File: src/rtl/unary_add_pkg.sv
`default_nettype none
// ============================================================================
// Package : unary_add_pkg
// Brief   : Shared sizing helpers and FSM state encoding for unary_add_seq.
// Rev     : 1.0  initial release
// ============================================================================
package unary_add_pkg;

    localparam int OP_W_DEFAULT = 12;

    function automatic int res_w_of(input int op_w);
        return op_w + 1;
    endfunction

    function automatic int stream_len_of(input int op_w);
        return 2 ** op_w;
    endfunction

    localparam int RES_W_DEFAULT = res_w_of(OP_W_DEFAULT);
    localparam int STREAM_LEN    = stream_len_of(OP_W_DEFAULT);

    typedef enum logic [2:0] {
        ST_IDLE   = 3'd0,
        ST_CLEAR  = 3'd1,
        ST_STREAM = 3'd2,
        ST_DRAIN  = 3'd3,
        ST_READ   = 3'd4,
        ST_RESP   = 3'd5
    } state_e;

endpackage
`default_nettype wire

File: src/rtl/unary_add_seq_if.sv
`default_nettype none
// ============================================================================
// Interface : unary_add_seq_if
// Brief     : Request/response handshake bundle between requester and sequencer.
// Rev       : 1.0  initial release
// ============================================================================
interface unary_add_seq_if #(
    parameter int OP_W  = 12,
    parameter int RES_W = OP_W + 1
);
    logic             req_valid;
    logic             req_ready;
    logic [OP_W-1:0]  req_a;
    logic [OP_W-1:0]  req_b;
    logic             rsp_valid;
    logic             rsp_ready;
    logic [RES_W-1:0] rsp_sum;
    logic             rsp_c;
    logic             rsp_err;

    modport master (
        output req_valid, req_a, req_b, rsp_ready,
        input  req_ready, rsp_valid, rsp_sum, rsp_c, rsp_err
    );

    modport slave (
        input  req_valid, req_a, req_b, rsp_ready,
        output req_ready, rsp_valid, rsp_sum, rsp_c, rsp_err
    );
endinterface
`default_nettype wire

File: src/rtl/unary_stream_gen.sv
`default_nettype none
// ============================================================================
// Module : unary_stream_gen
// Brief  : Registered thermometer encoder: bit = en && (idx < operand).
// Rev    : 1.0  initial release
// ============================================================================
module unary_stream_gen #(
    parameter int OP_W = 12
) (
    input  logic            clk,
    input  logic            rst_n,
    input  logic            en,
    input  logic [OP_W-1:0] operand,
    input  logic [OP_W-1:0] idx,
    output logic            stream
);
    logic stream_q;
    logic stream_d;

    always_comb begin
        stream_d = en && (idx < operand);
    end

    always_ff @(posedge clk or negedge rst_n) begin
        if (!rst_n) begin
            stream_q <= 1'b0;
        end else begin
            stream_q <= stream_d;
        end
    end

    assign stream = stream_q;
endmodule
`default_nettype wire

File: src/rtl/unary_add_seq.sv
`default_nettype none
// ============================================================================
// Module : unary_add_seq
// Brief  : Job sequencer driving a unary adder with thermometer streams and
//          reading its count back serially. Build option UNARY_SEQ_CHECK_EN
//          adds an a+b reference compare that drives rsp_err.
// Rev    : 1.0  initial release
// ============================================================================
module unary_add_seq
    import unary_add_pkg::*;
#(
    parameter int OP_W  = OP_W_DEFAULT,
    parameter int RES_W = res_w_of(OP_W)
) (
    input  logic           clk,
    input  logic           rst_n,
    unary_add_seq_if.slave bus,
    output logic           busy,
    output logic           add_rst_n,
    output logic           add_en,
    output logic           add_a,
    output logic           add_b,
    output logic           add_rw,
    input  logic           add_dout,
    input  logic           add_c
);
    localparam int              WIN_LEN = stream_len_of(OP_W);
    localparam int              RD_W    = $clog2(RES_W);
    localparam logic [OP_W-1:0] IDX_END = OP_W'(WIN_LEN - 1);
    localparam logic [RD_W-1:0] RD_END  = RD_W'(RES_W - 1);

    state_e           state_q, state_d;
    logic [OP_W-1:0]  a_q, a_d, b_q, b_d, idx_q, idx_d;
    logic [RD_W-1:0]  rd_cnt_q, rd_cnt_d;
    logic [RES_W-1:0] sum_q, sum_d;
    logic             rsp_c_q, rsp_c_d;
    logic             req_ready_q, req_ready_d;
    logic             rsp_valid_q, rsp_valid_d;
    logic             add_rst_n_q, add_rst_n_d;
    logic             add_en_q, add_en_d;
    logic             add_rw_q, add_rw_d;
    logic             accept;
    logic             stream_en;

    assign accept = (state_q == ST_IDLE) && req_ready_q && bus.req_valid;

    always_comb begin
        state_d  = state_q;
        a_d      = a_q;
        b_d      = b_q;
        idx_d    = idx_q;
        rd_cnt_d = rd_cnt_q;
        sum_d    = sum_q;
        rsp_c_d  = rsp_c_q;
        case (state_q)
            ST_IDLE: begin
                if (accept) begin
                    a_d     = bus.req_a;
                    b_d     = bus.req_b;
                    idx_d   = '0;
                    sum_d   = '0;
                    rsp_c_d = 1'b0;
                    state_d = ST_CLEAR;
                end
            end
            ST_CLEAR:  state_d = ST_STREAM;
            ST_STREAM: begin
                idx_d = idx_q + 1'b1;
                if (idx_q == IDX_END) begin
                    state_d = ST_DRAIN;
                end
            end
            ST_DRAIN: begin
                rsp_c_d  = add_c;
                rd_cnt_d = '0;
                state_d  = ST_READ;
            end
            ST_READ: begin
                // LSB arrives first, so after RES_W shifts it sits at bit 0
                sum_d    = {add_dout, sum_q[RES_W-1:1]};
                rd_cnt_d = rd_cnt_q + 1'b1;
                if (rd_cnt_q == RD_END) begin
                    state_d = ST_RESP;
                end
            end
            ST_RESP: begin
                if (bus.rsp_ready) begin
                    state_d = ST_IDLE;
                end
            end
            default: state_d = ST_IDLE;
        endcase
    end

    // Control pins are registered from the next state so they align with it
    always_comb begin
        req_ready_d = (state_d == ST_IDLE);
        rsp_valid_d = (state_d == ST_RESP);
        add_rst_n_d = (state_d != ST_CLEAR);
        add_en_d    = (state_d == ST_STREAM);
        add_rw_d    = (state_d == ST_READ) || (state_d == ST_RESP);
        stream_en   = (state_d == ST_STREAM);
    end

    always_ff @(posedge clk or negedge rst_n) begin
        if (!rst_n) begin
            state_q     <= ST_IDLE;
            a_q         <= '0;
            b_q         <= '0;
            idx_q       <= '0;
            rd_cnt_q    <= '0;
            sum_q       <= '0;
            rsp_c_q     <= 1'b0;
            req_ready_q <= 1'b0;
            rsp_valid_q <= 1'b0;
            add_rst_n_q <= 1'b0;
            add_en_q    <= 1'b0;
            add_rw_q    <= 1'b0;
        end else begin
            state_q     <= state_d;
            a_q         <= a_d;
            b_q         <= b_d;
            idx_q       <= idx_d;
            rd_cnt_q    <= rd_cnt_d;
            sum_q       <= sum_d;
            rsp_c_q     <= rsp_c_d;
            req_ready_q <= req_ready_d;
            rsp_valid_q <= rsp_valid_d;
            add_rst_n_q <= add_rst_n_d;
            add_en_q    <= add_en_d;
            add_rw_q    <= add_rw_d;
        end
    end

    unary_stream_gen #(.OP_W(OP_W)) u_gen_a (
        .clk     (clk),
        .rst_n   (rst_n),
        .en      (stream_en),
        .operand (a_q),
        .idx     (idx_d),
        .stream  (add_a)
    );

    unary_stream_gen #(.OP_W(OP_W)) u_gen_b (
        .clk     (clk),
        .rst_n   (rst_n),
        .en      (stream_en),
        .operand (b_q),
        .idx     (idx_d),
        .stream  (add_b)
    );

`ifdef UNARY_SEQ_CHECK_EN
    logic [RES_W-1:0] ref_q, ref_d;

    always_comb begin
        ref_d = ref_q;
        if (accept) begin
            ref_d = RES_W'(bus.req_a) + RES_W'(bus.req_b);
        end
    end

    always_ff @(posedge clk or negedge rst_n) begin
        if (!rst_n) begin
            ref_q <= '0;
        end else begin
            ref_q <= ref_d;
        end
    end

    assign bus.rsp_err = rsp_valid_q && (sum_q != ref_q);
`else
    assign bus.rsp_err = 1'b0;
`endif

    assign bus.req_ready = req_ready_q;
    assign bus.rsp_valid = rsp_valid_q;
    assign bus.rsp_sum   = sum_q;
    assign bus.rsp_c     = rsp_c_q;
    assign busy          = (state_q != ST_IDLE);
    assign add_rst_n     = add_rst_n_q;
    assign add_en        = add_en_q;
    assign add_rw        = add_rw_q;
endmodule
`default_nettype wire

File: src/flat_wrapper.sv
// flat-port wrapper written by rule: the top's interface ports become plain ports
module unary_add_seq_flat import unary_add_pkg::*;
#(
    parameter int OP_W  = OP_W_DEFAULT,
    parameter int RES_W = res_w_of(OP_W)
)
  (clk, rst_n, busy, add_rst_n, add_en, add_a, add_b, add_rw, add_dout, add_c, bus_req_valid, bus_req_a, bus_req_b, bus_rsp_ready, bus_req_ready, bus_rsp_valid, bus_rsp_sum, bus_rsp_c, bus_rsp_err);
  unary_add_seq_if #(.OP_W(OP_W), .RES_W(RES_W)) bus_i ();
  input  logic clk;
  input  logic rst_n;
  output logic busy;
  output logic add_rst_n;
  output logic add_en;
  output logic add_a;
  output logic add_b;
  output logic add_rw;
  input  logic add_dout;
  input  logic add_c;
  input wire logic [$bits(bus_i.req_valid)-1:0] bus_req_valid;
  input wire logic [$bits(bus_i.req_a)-1:0] bus_req_a;
  input wire logic [$bits(bus_i.req_b)-1:0] bus_req_b;
  input wire logic [$bits(bus_i.rsp_ready)-1:0] bus_rsp_ready;
  output wire logic [$bits(bus_i.req_ready)-1:0] bus_req_ready;
  output wire logic [$bits(bus_i.rsp_valid)-1:0] bus_rsp_valid;
  output wire logic [$bits(bus_i.rsp_sum)-1:0] bus_rsp_sum;
  output wire logic [$bits(bus_i.rsp_c)-1:0] bus_rsp_c;
  output wire logic [$bits(bus_i.rsp_err)-1:0] bus_rsp_err;
  assign bus_i.req_valid = bus_req_valid;
  assign bus_i.req_a = bus_req_a;
  assign bus_i.req_b = bus_req_b;
  assign bus_i.rsp_ready = bus_rsp_ready;
  assign bus_req_ready = bus_i.req_ready;
  assign bus_rsp_valid = bus_i.rsp_valid;
  assign bus_rsp_sum = bus_i.rsp_sum;
  assign bus_rsp_c = bus_i.rsp_c;
  assign bus_rsp_err = bus_i.rsp_err;
  unary_add_seq #(.OP_W(OP_W), .RES_W(RES_W)) u_core (.clk(clk), .rst_n(rst_n), .bus(bus_i), .busy(busy), .add_rst_n(add_rst_n), .add_en(add_en), .add_a(add_a), .add_b(add_b), .add_rw(add_rw), .add_dout(add_dout), .add_c(add_c));
endmodule
File: config.mk
export PLATFORM = sky130hd
export DESIGN_NAME = unary_add_seq_flat
export DESIGN_NICKNAME = d
export VERILOG_FILES = /design/src/rtl/unary_add_pkg.sv /design/src/rtl/unary_add_seq_if.sv /design/src/rtl/unary_stream_gen.sv /design/src/rtl/unary_add_seq.sv /design/src/flat_wrapper.sv
export SDC_FILE = /design/constraint.sdc
export NUM_CORES = 1
export LEC_CHECK = 0
export BUFFER_PORTS_ARGS = -buffer_cell sky130_fd_sc_hd__buf_2
export CAP_MARGIN = 40
export CORE_MARGIN = 3
export CORE_UTILIZATION = 38
export CTS_BUF_LIST = sky130_fd_sc_hd__clkbuf_4 sky130_fd_sc_hd__clkbuf_8
export DETAILED_ROUTE_END_ITERATION = 10
export PLACE_DENSITY = 0.64
export SLEW_MARGIN = 20
export SYNTH_ARGS = -nofsm -noshare
export SYNTH_HDL_FRONTEND = slang
export SYNTH_SLANG_ARGS = --single-unit
File: constraint.sdc
create_clock -name clk -period 2.6 [get_ports clk]
set_clock_uncertainty 0.15 [all_clocks]
set_input_delay 0.26 -clock clk [delete_from_list [all_inputs] [get_ports clk]]
set_output_delay 0.26 -clock clk [all_outputs]
set_load 0.03 [all_outputs]
Word-level counts from Yosys, hierarchy flattened. Cells that the tools add are included.

Add/subtract/negate cells: 2. Order comparisons: 2. Equality and inequality tests: 12. Multiplexer cells: 12. Reductions and logical operators: 14.

Operators with widths (number): case mux 13 bit (2 select lines) (1); < comparator 12 bit (2); case mux 12 bit (2 select lines) (1); case mux 3 bit (6 select lines) (1); 2-to-1 mux 13 bit (1); adder 12 x 1 -> 12 bit (second input constant) (1); == test 12 bit (second input constant) (1); == test 3 bit (second input constant) (4); 2-to-1 mux 12 bit (1); 2-to-1 mux 3 bit (4); == test 3 x 2 -> 1 bit (second input constant) (3); case mux 4 bit (2 select lines) (1); zero test 3 bit (2); AND reduction 2 bit (3); nonzero test 2 bit (3); adder 4 x 1 -> 4 bit (second input constant) (1); == test 4 bit (second input constant) (1); logical AND 1 bit (4); == test 3 x 1 -> 1 bit (second input constant) (1); inequality test 3 x 1 -> 1 bit (second input constant) (1); nonzero test 3 bit (1); inequality test 2 x 1 -> 1 bit (second input constant) (1); case mux 1 bit (2 select lines) (1); logical OR 1 bit (1); 2-to-1 mux 1 bit (1).

Register bits: 64. Bits of input ports: 30. Word-level logic and storage cells: 56.

Depth between registers and ports, before layout.
Word-level depth: 7. Depth in mapped cells: 11. Mapped depth without buffers: 10.

Modules after synthesis. A second synthesis with hierarchy kept.

Cells, all modules: 373. Area total of the unflattened synthesis: 3300.7 um2.

Modules (own cells, without submodules): unary_add_seq (instances 1, cells an instance 291, area an instance 2675.1 um2); unary_stream_gen (instances 2, cells an instance 41, area an instance 312.8 um2).

Worst setup path before layout. OpenSTA, ideal clock, no wires.

Path type: flip-flop to flip-flop. Start point: register u_core.idx_q[0]. End point: register u_core.u_gen_a.stream_q, in the netlist u_core.u_gen_a.stream. Library setup time: 0.100 ns. Arrival: 2.240 ns. Required time: 2.350 ns. Slack: 0.109 ns. Cell stages (with the launch flop): 11. Buffers on the path: 1. Period minus slack after synthesis: 2.491 ns. Cells stage by stage: dfrtp_1 -> ha_1 -> nand4bb_1 -> or2_2 -> clkbuf_1 -> o31ai_1 -> ha_1 -> nand4_1 -> o221ai_1 -> o211ai_1 -> nor4bb_1.

RTL lines: start: declaration (RTL line unary_add_seq.sv:33) `logic [OP_W-1:0] a_q, a_d, b_q, b_d, idx_q, idx_d;`; start signal: assignment (RTL line unary_add_seq.sv:123) `idx_q <= idx_d;`; adder 12 x 1 -> 12 bit (RTL line unary_add_seq.sv:68) `idx_d = idx_q + 1'b1;`; case mux 12 bit (2 select lines) (RTL line unary_add_seq.sv:55) `case (state_q)`; via u_core.idx_d[8] (RTL line unary_add_seq.sv:33); < comparator 12 bit (RTL line unary_stream_gen.sv:21) `stream_d = en && (idx < operand);`; logical AND 1 bit (RTL line unary_stream_gen.sv:21); via u_core.u_gen_a.stream_d (RTL line unary_stream_gen.sv:18) `logic stream_d;`; end signal: assignment (RTL line unary_stream_gen.sv:28) `stream_q <= stream_d;`; end: declaration (RTL line unary_stream_gen.sv:17) `logic stream_q;`.

The timed path passes the listed nets, and every way through them passes these cells. A chain may end at the register's enable or synchronous reset.

Worst setup path in the final report.
Start point: register u_core.state_q[2]. End point: register u_core.u_gen_b.stream_q, in the netlist u_core.u_gen_b.stream.

Word-level cells in the longest chain between the ends: 7.

RTL lines: start: declaration (RTL line unary_add_seq.sv:32) `state_e state_q, state_d;`; start signal: assignment (RTL line unary_add_seq.sv:120) `state_q <= state_d;`; zero test 3 bit (RTL line unary_add_seq.sv:45, unary_add_seq.sv:55); logical AND 1 bit (2 in a row) (RTL line unary_add_seq.sv:45) `assign accept = (state_q == ST_IDLE) && req_ready_q && bus.req_valid;`; 2-to-1 mux 12 bit (RTL line unary_add_seq.sv:57) `if (accept) begin`; case mux 12 bit (2 select lines) * (RTL line unary_add_seq.sv:55); via u_core.idx_d[10] (RTL line unary_add_seq.sv:33); < comparator 12 bit * (RTL line unary_stream_gen.sv:21); logical AND 1 bit * (RTL line unary_stream_gen.sv:21); via u_core.u_gen_b.stream_d (RTL line unary_stream_gen.sv:18); end signal: assignment (RTL line unary_stream_gen.sv:28); end: declaration (RTL line unary_stream_gen.sv:17).

The timed path passes the listed nets; every way through them passes the cells marked *.

==> run summary <==
Status - finished, violations left
Failing checks - negative setup slack
WP buf/inv - 2
Most frequent cell after synthesis - nand2_1
Yosys Warn Count - 0
Wirelength per Cell - 14.3 um
Crit-path max FO - 8
Drt total wl - 8090 um
Share of layout cells above drive strength 1 - 29.3%
Post-synth EDFFs - 0
Synthesized area - 3250 um^2
Least-Margin Pin Slew - 0.651 ns
Power Density - 1020 nW/um^2
Die Span Y - 98.4 um
Relative slew margins - 56.6%
Setup WS post-layout - -0.0750 ns
CTS Buf Count - 9
Final Net Count - 511
Vias - 2,790
Initial drt markers - 142
RD Place Congestion - 0.855
Area Overhead vs Synth - 39.4%
Top cells by count, synth - nand2_1, dfrtp_1, o21ai_0
# DRC - 0
Tot Pwr - 4.60 mW
Critical Path Most Common Cell - o211ai_1
DR vias/cell - 4.94
Largest buffer count on any clock path - 2
Largest net degree at the start of global routing - 48
IO Port Bufs - 51
Syn_area_per_cell - 9.36 um^2
RSZ-0062 raised after global routing - true
Final period util - 103%
Setup crit start kind - flip-flop
Synthesized net count - 402
1st-pass router iterations - 4
Total GRT Usage - 17.2%
Asr flop ratio synth - 100%
Die Area - 9690 um^2
Cell taking the most area after synthesis - dfrtp_1
Antenna violations before repair - 0
Flops & latches, synth - 64
Leak Pwr - 2.21 nW
Detailed Place HPWL - 5340 um
Dpl cells - 512
Rows - 33
CP arrival - 2.77 ns
Starting density of the core - 39.3%
Total of max-cap violations - 0
# clock sinks - 64
Post-synth top area share - 49.3%
Vias in the first global route - 2,794
Worst endpoint required time - 2.70 ns
Synth area leaders - dfrtp_1, ha_1, nand2_1
Fin. max-slew vios - 0
Kind of critical path - reg -> reg
First-pass GRT wire length - 13,400 um
Clock-pin slew on the worst setup and hold paths - 0.07 ns
CP delay by family, top - compound AO/OA/AOI/OAI gates
CTS tree - done
Crit path largest cell delay - 0.46 ns
Upper clock frequency limit - 374 MHz
CTS H-tree depth - 3
CP endpoint kind - flip-flop
Period minus WS final - 2.67 ns
CP cell instances - nor3_4 > and2b_2 > clkinvlp_4 > buf_4 > o211ai_1 > o31ai_4 > ha_4 > a211oi_2 > o221ai_1 > o211ai_1 > nor4bb_2
VDD IR max - 0.556 mV
Inserted Diodes - 0
Slowest cell on crit path - dfrtp_2
Seq/Total Area, Yosys - 49.3%
Die W - 98.4 um
Syn Inst Count - 347
Endpoints failing setup - 2
Top-level I/O count - 53
Antenna Nets Post-Route - 0
Core Region - 8260 um^2
Non-Filler Instances - 565
GR Overflow Total - 0
Tightest Hold Check Type - in -> reg
Skew-Pair Late Insertion Delay - 0.35 ns
Root Driver - clkbuf_8
Synth cell types - 45
Final hold vios - 0
Primary FF master, synth - dfrtp_1
worst min-delay path, cell delays in order:
cell and delay, ns:
buf_2 0.08, nand3_1 0.06, o21ai_0 0.08
metal layers:
layer  GRT usage (%)  part of all wire (%)  up-vias
met1            23.3                    47     1322
li1                -                     -     1413
met3            3.40                   3.2       13
met4            6.83                   1.9        0
met2            27.0                    48       42
met5               0                     0        -
stage by stage:
stage          setup WS [ns]  setup TNS (ns)  instance area [um^2]  hold slack, ns  utilization (%)
2_1_floorplan          0.109               0                  3250          -0.186                -
3_3_place_gp         -0.0806          -0.125                  3750           0.175             45.4
3_5_place_dp          -0.188          -0.288                  3750           0.187             45.4
4_1_cts              -0.0338         -0.0338                  4410          0.0188             53.4
5_1_grt               -0.230          -0.356                  4530          0.0857             54.8
6_report             -0.0750         -0.0842                  4530          0.0293             54.8
final cells by class:
type,count,area (um^2)
well taps,105,131
inverters,27,105
repair buffers,113,802
clock inverters,3,65.1
flip-flops and latches,64,1610
multi-input cells,241,1660
fillers,742,3730
clock buffers,12,159
path summary, 6_finish.rpt:
| check | startpoint | to | slack [ns] | cells past startpoint |
|---|---|---|---|---|
| worst min-delay path | add_c | u_core.bus.rsp_c | 0.03 | 3 |
| worst min register to register | u_core.a_q[0] | u_core.a_q[0] | 0.34 | 2 |
| worst max-delay path | u_core.state_q[2] | u_core.u_gen_b.stream | -0.07 | 11 |
| worst max register to register | u_core.state_q[2] | u_core.u_gen_b.stream | -0.07 | 11 |
| max in group asynchronous | rst_n | u_core.state_q[2] | 1.34 | 3 |
| min in group asynchronous | rst_n | u_core.b_q[2] | 0.32 | 2 |
cells by family after synthesis:
family	Yosys count	synth area share (%)
AND/OR/NAND/NOR	142	21.2
AO/OA/AOI/OAI	67	12.4
flip-flops	64	49.3
buffers and inverters	42	5.43
adder cells (fa/ha/maj)	25	9.63
multiplexers	5	1.58
other	1	0.115
XOR/XNOR	1	0.270
repair_timing:
action / in CTS / in global routing
setup endpoints to repair: 2 / 2
setup buffers: 9 / 3
hold endpoints to repair: 52 / 0
gates resized for setup: 24 / 14
cloned: 0 / 0
pin swaps: 10 / 9
hold buffers: 26 / 0
placed cells by master (no fill, tap or decap), drive strengths merged, types with 5 or more instances in the layout:
cell	count
a21oi	11
nand4	7
dlygate4sd3	26
o211ai	6
dfrtp	64
o21ai	32
a211oi	5
ha	25
inv	26
buf	87
nor2	11
nand3	19
nand2	79
clkbuf	12
where the power goes:
| part | switching [mW] | total [mW] | internal (mW) |
|---|---|---|---|
| logic | 1.26 | 2.13 | 0.868 |
| clock network | 0.376 | 0.972 | 0.596 |
| registers | 0.180 | 1.50 | 1.32 |
| total | 1.82 | 4.60 | 2.79 |
flip-flops by register name (all words and copies together) (netlist names):
signal,flops
u_core.u_gen_b.stream,1
u_core.b_q,12
u_core.idx_q,12
u_core.bus.rsp_c,1
u_core.bus.rsp_valid,1
u_core.rd_cnt_q,4
u_core.add_en,1
u_core.a_q,12
u_core.bus.req_ready,1
u_core.bus.rsp_sum,13
u_core.add_rst_n,1
u_core.state_q,3
u_core.add_rw,1
u_core.u_gen_a.stream,1
(Power assumes the default switching activity.)
